--- src/rtl/alu_serial_seq.sv ---
// alu_serial_seq: bit-serial 32-bit ALU, one bit per clock LSB first, valid/ready in and out.
// Optional flag outputs (zero, cout, ovf) are built when ALU_SEQ_FLAGS_EN is defined.
module alu_serial_seq (
    input  logic        clk,
    input  logic        rst_n,
    input  logic        in_valid,
    output logic        in_ready,
    input  logic [3:0]  op,
    input  logic [31:0] a,
    input  logic [31:0] b,
    output logic        out_valid,
    input  logic        out_ready,
    output logic [31:0] result
`ifdef ALU_SEQ_FLAGS_EN
    ,
    output logic        zero,
    output logic        cout,
    output logic        ovf
`endif
);
    typedef enum logic [1:0] {IDLE, RUN, DONE} state_t;

    localparam logic [3:0] OP_AND = 4'd0, OP_OR  = 4'd1, OP_ADD = 4'd2, OP_SUB = 4'd3,
                           OP_SLT = 4'd4, OP_NOR = 4'd5, OP_SRL = 4'd6, OP_SLL = 4'd7;

    state_t      state_q, state_d;
    logic [4:0]  cnt_q, cnt_d;
    logic        carry_q, carry_d;
    logic [3:0]  op_q, op_d;
    logic [31:0] a_q, a_d, b_q, b_d;
    logic [30:0] acc_q, acc_d;
    logic [31:0] result_q, result_d;
`ifdef ALU_SEQ_FLAGS_EN
    logic        zero_q, zero_d, cout_q, cout_d, ovf_q, ovf_d;
`endif

    logic        sub_op, arith, ak, bk, sum, co, bit_v;
    logic [31:0] res_fin;

    always_ff @(posedge clk) begin
        if (!rst_n) begin
            state_q  <= IDLE;
            cnt_q    <= '0;
            carry_q  <= 1'b0;
            op_q     <= '0;
            a_q      <= '0;
            b_q      <= '0;
            acc_q    <= '0;
            result_q <= '0;
`ifdef ALU_SEQ_FLAGS_EN
            zero_q   <= 1'b0;
            cout_q   <= 1'b0;
            ovf_q    <= 1'b0;
`endif
        end else begin
            state_q  <= state_d;
            cnt_q    <= cnt_d;
            carry_q  <= carry_d;
            op_q     <= op_d;
            a_q      <= a_d;
            b_q      <= b_d;
            acc_q    <= acc_d;
            result_q <= result_d;
`ifdef ALU_SEQ_FLAGS_EN
            zero_q   <= zero_d;
            cout_q   <= cout_d;
            ovf_q    <= ovf_d;
`endif
        end
    end

    always_comb begin
        state_d  = state_q;
        cnt_d    = cnt_q;
        carry_d  = carry_q;
        op_d     = op_q;
        a_d      = a_q;
        b_d      = b_q;
        acc_d    = acc_q;
        result_d = result_q;
`ifdef ALU_SEQ_FLAGS_EN
        zero_d   = zero_q;
        cout_d   = cout_q;
        ovf_d    = ovf_q;
`endif
        sub_op = (op_q == OP_SUB) || (op_q == OP_SLT);
        arith  = sub_op || (op_q == OP_ADD);
        ak     = a_q[cnt_q];
        bk     = sub_op ? ~b_q[cnt_q] : b_q[cnt_q];
        sum    = ak ^ bk ^ carry_q;
        co     = (ak & bk) | (carry_q & (ak ^ bk));
        case (op_q)
            OP_AND:                 bit_v = ak & bk;
            OP_OR:                  bit_v = ak | bk;
            OP_NOR:                 bit_v = ~(ak | bk);
            OP_ADD, OP_SUB, OP_SLT: bit_v = sum;
            OP_SLL:                 bit_v = (cnt_q == 5'd0) ? 1'b0 : a_q[cnt_q - 5'd1];
            OP_SRL:                 bit_v = (cnt_q == 5'd31) ? 1'b0 : a_q[cnt_q + 5'd1];
            default:                bit_v = 1'b0;
        endcase
        // At bit 31, sum is the difference's sign and carry_q ^ co is the signed overflow.
        res_fin = (op_q == OP_SLT) ? {31'b0, sum ^ carry_q ^ co} : {bit_v, acc_q};
        case (state_q)
            IDLE: if (in_valid) begin
                op_d    = op;
                a_d     = a;
                b_d     = b;
                cnt_d   = '0;
                carry_d = (op == OP_SUB) || (op == OP_SLT);
                state_d = RUN;
            end
            RUN: begin
                // Bits shift in at the top so bit 0 lands at acc_q[0] after 31 steps.
                acc_d   = {bit_v, acc_q[30:1]};
                carry_d = arith & co;
                cnt_d   = cnt_q + 5'd1;
                if (cnt_q == 5'd31) begin
                    result_d = res_fin;
                    state_d  = DONE;
`ifdef ALU_SEQ_FLAGS_EN
                    zero_d   = (res_fin == 32'd0);
                    cout_d   = arith & co;
                    ovf_d    = arith & (carry_q ^ co);
`endif
                end
            end
            DONE: if (out_ready) state_d = IDLE;
            default: state_d = IDLE;
        endcase
    end

    assign in_ready  = (state_q == IDLE);
    assign out_valid = (state_q == DONE);
    assign result    = result_q;
`ifdef ALU_SEQ_FLAGS_EN
    assign zero = zero_q;
    assign cout = cout_q;
    assign ovf  = ovf_q;
`endif
endmodule
--- config.mk ---
export PLATFORM = sky130hd
export DESIGN_NAME = alu_serial_seq
export DESIGN_NICKNAME = d
export VERILOG_FILES = /design/src/rtl/alu_serial_seq.sv
export SDC_FILE = /design/constraint.sdc
export NUM_CORES = 1
export LEC_CHECK = 0
export ABC_CLOCK_PERIOD_IN_PS = 3800
export BUFFER_PORTS_ARGS = -buffer_cell sky130_fd_sc_hd__buf_4
export CORE_UTILIZATION = 51
export DETAILED_ROUTE_END_ITERATION = 16
export PLACE_DENSITY = 0.76
export RECOVER_POWER = 100
export SYNTH_ARGS = -nofsm -noshare
export SYNTH_HDL_FRONTEND = slang
export SYNTH_SLANG_ARGS = --single-unit
--- constraint.sdc ---
create_clock -name clk -period 3.8 [get_ports clk]
set_clock_uncertainty 0.15 [all_clocks]
set_input_delay 0.19 -clock clk [delete_from_list [all_inputs] [get_ports clk]]
set_output_delay 0.19 -clock clk [all_outputs]
set_load 0.02 [all_outputs]
After elaboration in Yosys (flattened, before gate mapping)
Cells that the tools add are included.
{ "word_totals": {"out_inout_bits": 34, "inputBits": 72, "regBits": 139} }
{ "op_classes": {"n_lt_le_gt_ge": 3, "n_reduce_logical": 12, "n_bitwise": 11, "n_mux": 21, "addsub": 2, "n_eq_ne": 15} }
{ "op_table": {"columns": ["operator", "n"], "rows": [
  ["$mux 32", 1],
  ["$bmux 1 s5", 4],
  ["$eq 4x3->1 const B", 5],
  ["$lt 5x6->1 const B", 3],
  ["$eq 4x2->1 const B", 3],
  ["$pmux 5 s2", 1],
  ["$mux 1", 8],
  ["$mux 2", 3],
  ["$pmux 1 s6", 1],
  ["$pmux 2 s3", 1],
  ["$reduce_and 2->1", 3],
  ["$add 5x1->5 const B", 1],
  ["$eq 5x5->1 const B", 1],
  ["$logic_not 5->1", 1],
  ["$mux 5", 1],
  ["$sub 5x1->5 const B", 1],
  ["$eq 4x1->1 const B", 1],
  ["$logic_not 4->1", 1],
  ["$ne 2x2->1 const B", 2],
  ["$xor 1x1->1", 4],
  ["$and 1x1->1", 3],
  ["$logic_or 1x1->1", 3],
  ["$reduce_and 3->1", 1],
  ["$reduce_or 3->1", 1],
  ["other kinds (8)", 10]
]} }

Depth between registers and ports, before layout
{ "logic_depth": {"word_depth": 9, "depth_mapped": 15, "mapped_depth_nobuf": 13} }

Least setup slack after synthesis
Ideal clock, no wire load.
{ "synth_timing": {"path_kind": "register -> register", "from": "register cnt_q[0]", "to": "register result_q[31] (netlist: result[31])", "stages_incl_launch_ff": 15, "required_ns": 3.533, "synth_period_minus_slack_ns": 3.915, "t_arrival_ns": 3.648, "setup_ns": 0.117, "path_slack_ns": -0.115, "cell_sequence": "dfxtp_1 -> buf_4 -> buf_6 -> buf_2 -> mux4_2 -> mux4_2 -> mux2i_1 -> inv_1 -> fa_1 -> a211oi_1 -> a211o_1 -> a21oi_1 -> nor4_1 -> o41ai_1 -> a32o_1"} }
{ "synth_via": {"elab_chain_cells": 8, "elab_cells_between_ends": 24, "cone_classes": "add/sub (2); eq/ne (1); mux (13); bitwise (6); reduce/logical (2)"} }
{ "synth_rtl": {"columns": ["element", "line", "source"], "rows": [
  ["from (decl)", "27", "logic [4:0] cnt_q, cnt_d;"],
  ["from (signal assigned)", "57", "cnt_q <= cnt_d;"],
  ["parallel branches: the longest is 8 deep, another holds $add 5x1->5", null, null],
  ["to (signal assigned)", "63", "result_q <= result_d;"],
  ["to (decl)", "32", "logic [31:0] result_q, result_d;"]
]} }
Parallel ways; which one is timed is not known. The select of a mux whose other input is x is not followed.
A chain may end at the register's enable or synchronous reset.

Worst setup path after layout
Same ends and word-level chain as after synthesis.

==> flow_metrics.env <==
export IMPL_outcome="finished, violations left"
export IMPL_violations="capacitance limit, slew limit"
export IMPL_grt_antenna_before_repair=0
export IMPL_firstDrtPassIters=5
export IMPL_endpoint_kind="flop"
export IMPL_cts_tree="built"
export IMPL_cp_start_kind="flop"
export IMPL_fin_crit_sh_pct=98.9
export IMPL_fin_util_pct=70.5
export IMPL_drv_cap=1
export IMPL_path_max_fanout=5
export IMPL_syn_inst=726
export IMPL_final_common_cell="nand2_1"
export IMPL_p_leak_nw=3.18
export IMPL_powerDensity_nw_per_um2=426
export IMPL_avgSynthCellArea_sq_um=8.99
export IMPL_cellInternalPower_mw=2.80
export IMPL_rsz0062_at_grt="yes"
export IMPL_p_sw_mw=0.881
export IMPL_finalNonFillerCells=1055
export IMPL_track_usage_pct=25.9
export IMPL_drcViolationCount=0
export IMPL_yosysUniqueCellTypes=40
export IMPL_cts_buffer_depth=2
export IMPL_combPwrFrac_pct=12.2
export IMPL_synth_area_sq_um=6520
export IMPL_finalSetupViolCount=0
export IMPL_io_pins=106
export IMPL_yosysWarnings=0
export IMPL_synth_xor_xnor_area_share_pct=0.940
export IMPL_hold_class="flop to flop"
export IMPL_gr_total_overflow=0
export IMPL_pre_cts_ws_ps=-11.9
export IMPL_synth_adder_area_share_pct=1.57
export IMPL_setup_slack_ps=43.3
export IMPL_hold_viol_final=0
export IMPL_wl_per_cell_um=15.2
export IMPL_synthMuxAreaShare_pct=13.8
export IMPL_crit_type="flop to flop"
export IMPL_final_cell_mix="nand2_1 (238), dfxtp_1 (138), a21boi_0 (131)"
export IMPL_clock_sinks=139
export IMPL_start_util_pct=53.2
export IMPL_whs_path_depth=2
export IMPL_fin_nets=953
export IMPL_met3_length_um=831
export IMPL_relSlewSlack_pct=-54.4
export IMPL_netSwitchingFraction_pct=23.9
export IMPL_synthSimpleGateAreaFrac_pct=19.6
export IMPL_grt_pass1_wl_um=26600
export IMPL_cts_made_buffers=17
export IMPL_htreeDepth=4
export IMPL_area_delta_synth_final_pct=32.5
export IMPL_routed_wl_met2_um=8130
export IMPL_fin_crit_ps=3760
export IMPL_die_area_sq_um=13200
export IMPL_num_vias=5641
export IMPL_coreArea_sq_um=12300
export IMPL_gp_congestion=0.853
export IMPL_hold_end="result[22]"
export IMPL_drv_slew=70
export IMPL_io_buffers=105
export IMPL_dr_first_iter_drc_count=409
export IMPL_max_freq_mhz=266
export IMPL_synth_compound_area_share_pct=17.3
export IMPL_min_from="result[22]"
export IMPL_syn_nets=805
export IMPL_ant_nets=0
export IMPL_whs_ps=316
export IMPL_hpwlAfterDp_um=9520
export IMPL_synth_top_family_by_area="simple AND/OR/NAND/NOR gates"
export IMPL_die_w_um=115
export IMPL_required_ps=3970
export IMPL_grt_max_degree=141
export IMPL_synth_seq_area_share_pct=42.7
export IMPL_top_layer="met4"
export IMPL_die_y_um=115
export IMPL_clock_latency_ps=430
export IMPL_postRouteWirelength_um=16100
export IMPL_seqPwrFrac_pct=42.0
export IMPL_num_antenna_cells=0
export IMPL_r2r_start="cnt_q[0]"
export IMPL_r2r_end="result[31]"
export IMPL_clkTransAtPathRegs_ps=60
export IMPL_drive_above_1_share_pct=18.7
export IMPL_grt_pass1_vias=5685
export IMPL_ys_ff_latch=139
export IMPL_dpl_cell_count=952
export IMPL_ff2ff_setup_slack_ps=40
export IMPL_peakVddDrop_uv=398
export IMPL_ff2ff_path_depth=13
export IMPL_worst_slew_pin_slew_ps=2320
export IMPL_power_mw=3.68
export IMPL_rows=40
export IMPL_via_per_inst=5.35
export IMPL_drt_met1_wl_um=6850
export IMPL_clock_root_buffer="clkbuf_16"
export IMPL_clockPowerShare_pct=45.7
export IMPL_cp_arrival_ps=3920
-- metrics by stage --
stage                     TNS, ps  cell area [sq um]
after global placement          0               7430
after global routing        -79.6               8640
after floorplan                 0               6540
after CTS                       0               8730
after detailed placement    -11.9               7430
final                           0               8640
-- critical path, cell delays in order (launching register included) --
cell	delay, ps
dfxtp_4	390
buf_12	130
mux4_2	500
mux4_2	470
mux2i_1	190
xor2_1	220
inv_1	110
fa_1	500
a211oi_2	200
a211o_1	150
a21oi_2	60
nor4_2	220
o41ai_1	130
a32o_1	230
-- power by group through the flow --
stage	sequential, mW	combinational [mW]	clock (mW)
2_1_floorplan	1.56	0.261	0
3_3_place_gp	1.57	0.364	0
3_5_place_dp	1.58	0.376	0
4_1_cts	1.55	0.434	1.71
5_1_grt	1.55	0.490	1.77
6_report	1.55	0.450	1.68
-- synthesized netlist by cell type --
cell type / n / area share, %
a211oi_1: 1 / 0.12
o21ai_0: 4 / 0.31
dfxtp_1: 139 / 43
nand2_1: 239 / 14
a21oi_1: 6 / 0.46
nor4b_1: 1 / 0.13
mux2_2: 2 / 0.35
o41ai_1: 1 / 0.13
a21boi_0: 131 / 15
and3_1: 2 / 0.19
o21ba_2: 1 / 0.15
buf_4: 1 / 0.12
ha_1: 5 / 0.96
mux4_2: 36 / 12
nand3_1: 36 / 2.8
buf_6: 1 / 0.17
a32o_1: 1 / 0.15
nor2b_1: 6 / 0.58
o21a_1: 3 / 0.35
inv_1: 4 / 0.23
and4b_1: 1 / 0.15
nor3b_1: 3 / 0.35
nor4_1: 1 / 0.096
fa_1: 2 / 0.61
nor2_1: 9 / 0.52
and2_1: 5 / 0.48
nor3_1: 4 / 0.31
mux2i_1: 7 / 1.1
clkbuf_1: 47 / 2.7
buf_1: 7 / 0.40
a211o_1: 1 / 0.13
nand2b_1: 1 / 0.096
xor2_1: 5 / 0.67
xnor2_1: 2 / 0.27
o211a_1: 1 / 0.15
nand4b_1: 1 / 0.13
or2_2: 1 / 0.096
a2111oi_0: 1 / 0.13
buf_2: 6 / 0.46
a31oi_1: 1 / 0.096
-- layout make-up --
cell class / count / area (sq um)
Multi-Input combinational cell: 521 / 3510
Sequential cell: 139 / 2790
Clock inverter: 14 / 168
Clock buffer: 18 / 439
Timing Repair Buffer: 191 / 1520
Fill cell: 910 / 3620
Inverter: 4 / 15.0
Tap cell: 168 / 210
-- routing by layer --
metal	track usage (%)	vias to the layer above
li1	-	2775
met1	31.7	2664
met2	44.7	181
met3	6.22	21
met4	9.26	0
met5	0	-
-- repair_timing --
item | in CTS | in global routing
pin swaps | 2 | 6
setup endpoints to repair | 2 | 2
hold buffers | 69 | 0
cloned | 0 | 1
resized for setup | 0 | 4
buffers inserted | 0 | 1
hold endpoints to repair | 69 | 0
-- how the worst max path moves through the flow --
stage / from / to / depth (start not counted)
CTS: cnt_q[0] / result[31] / 13
global route: cnt_q[0] / result[31] / 13
global placement: cnt_q[0] / result[31] / 13
finish: cnt_q[0] / result[31] / 13
floorplan: cnt_q[0] / result[31] / 14
detailed placement: cnt_q[0] / result[31] / 13
-- cell families (layout without fill, tap and decap cells) --
logic type,count (synthesis),count (layout)
buffers and inverters,66,227
xor gates and xnor gates,7,7
and+or+nand+nor,310,310
muxes,45,45
DFF,139,139
AOI/OAI and AO/OA,152,152
adders and majority gates,7,7
-- flip-flops by register name, summed over array words and instances (netlist names) --
name,cells
state_q,2
result,32
op_q,4
a_q,32
acc_q,31
carry_q,1
b_q,32
cnt_q,5
(Power assumes the default switching activity.)
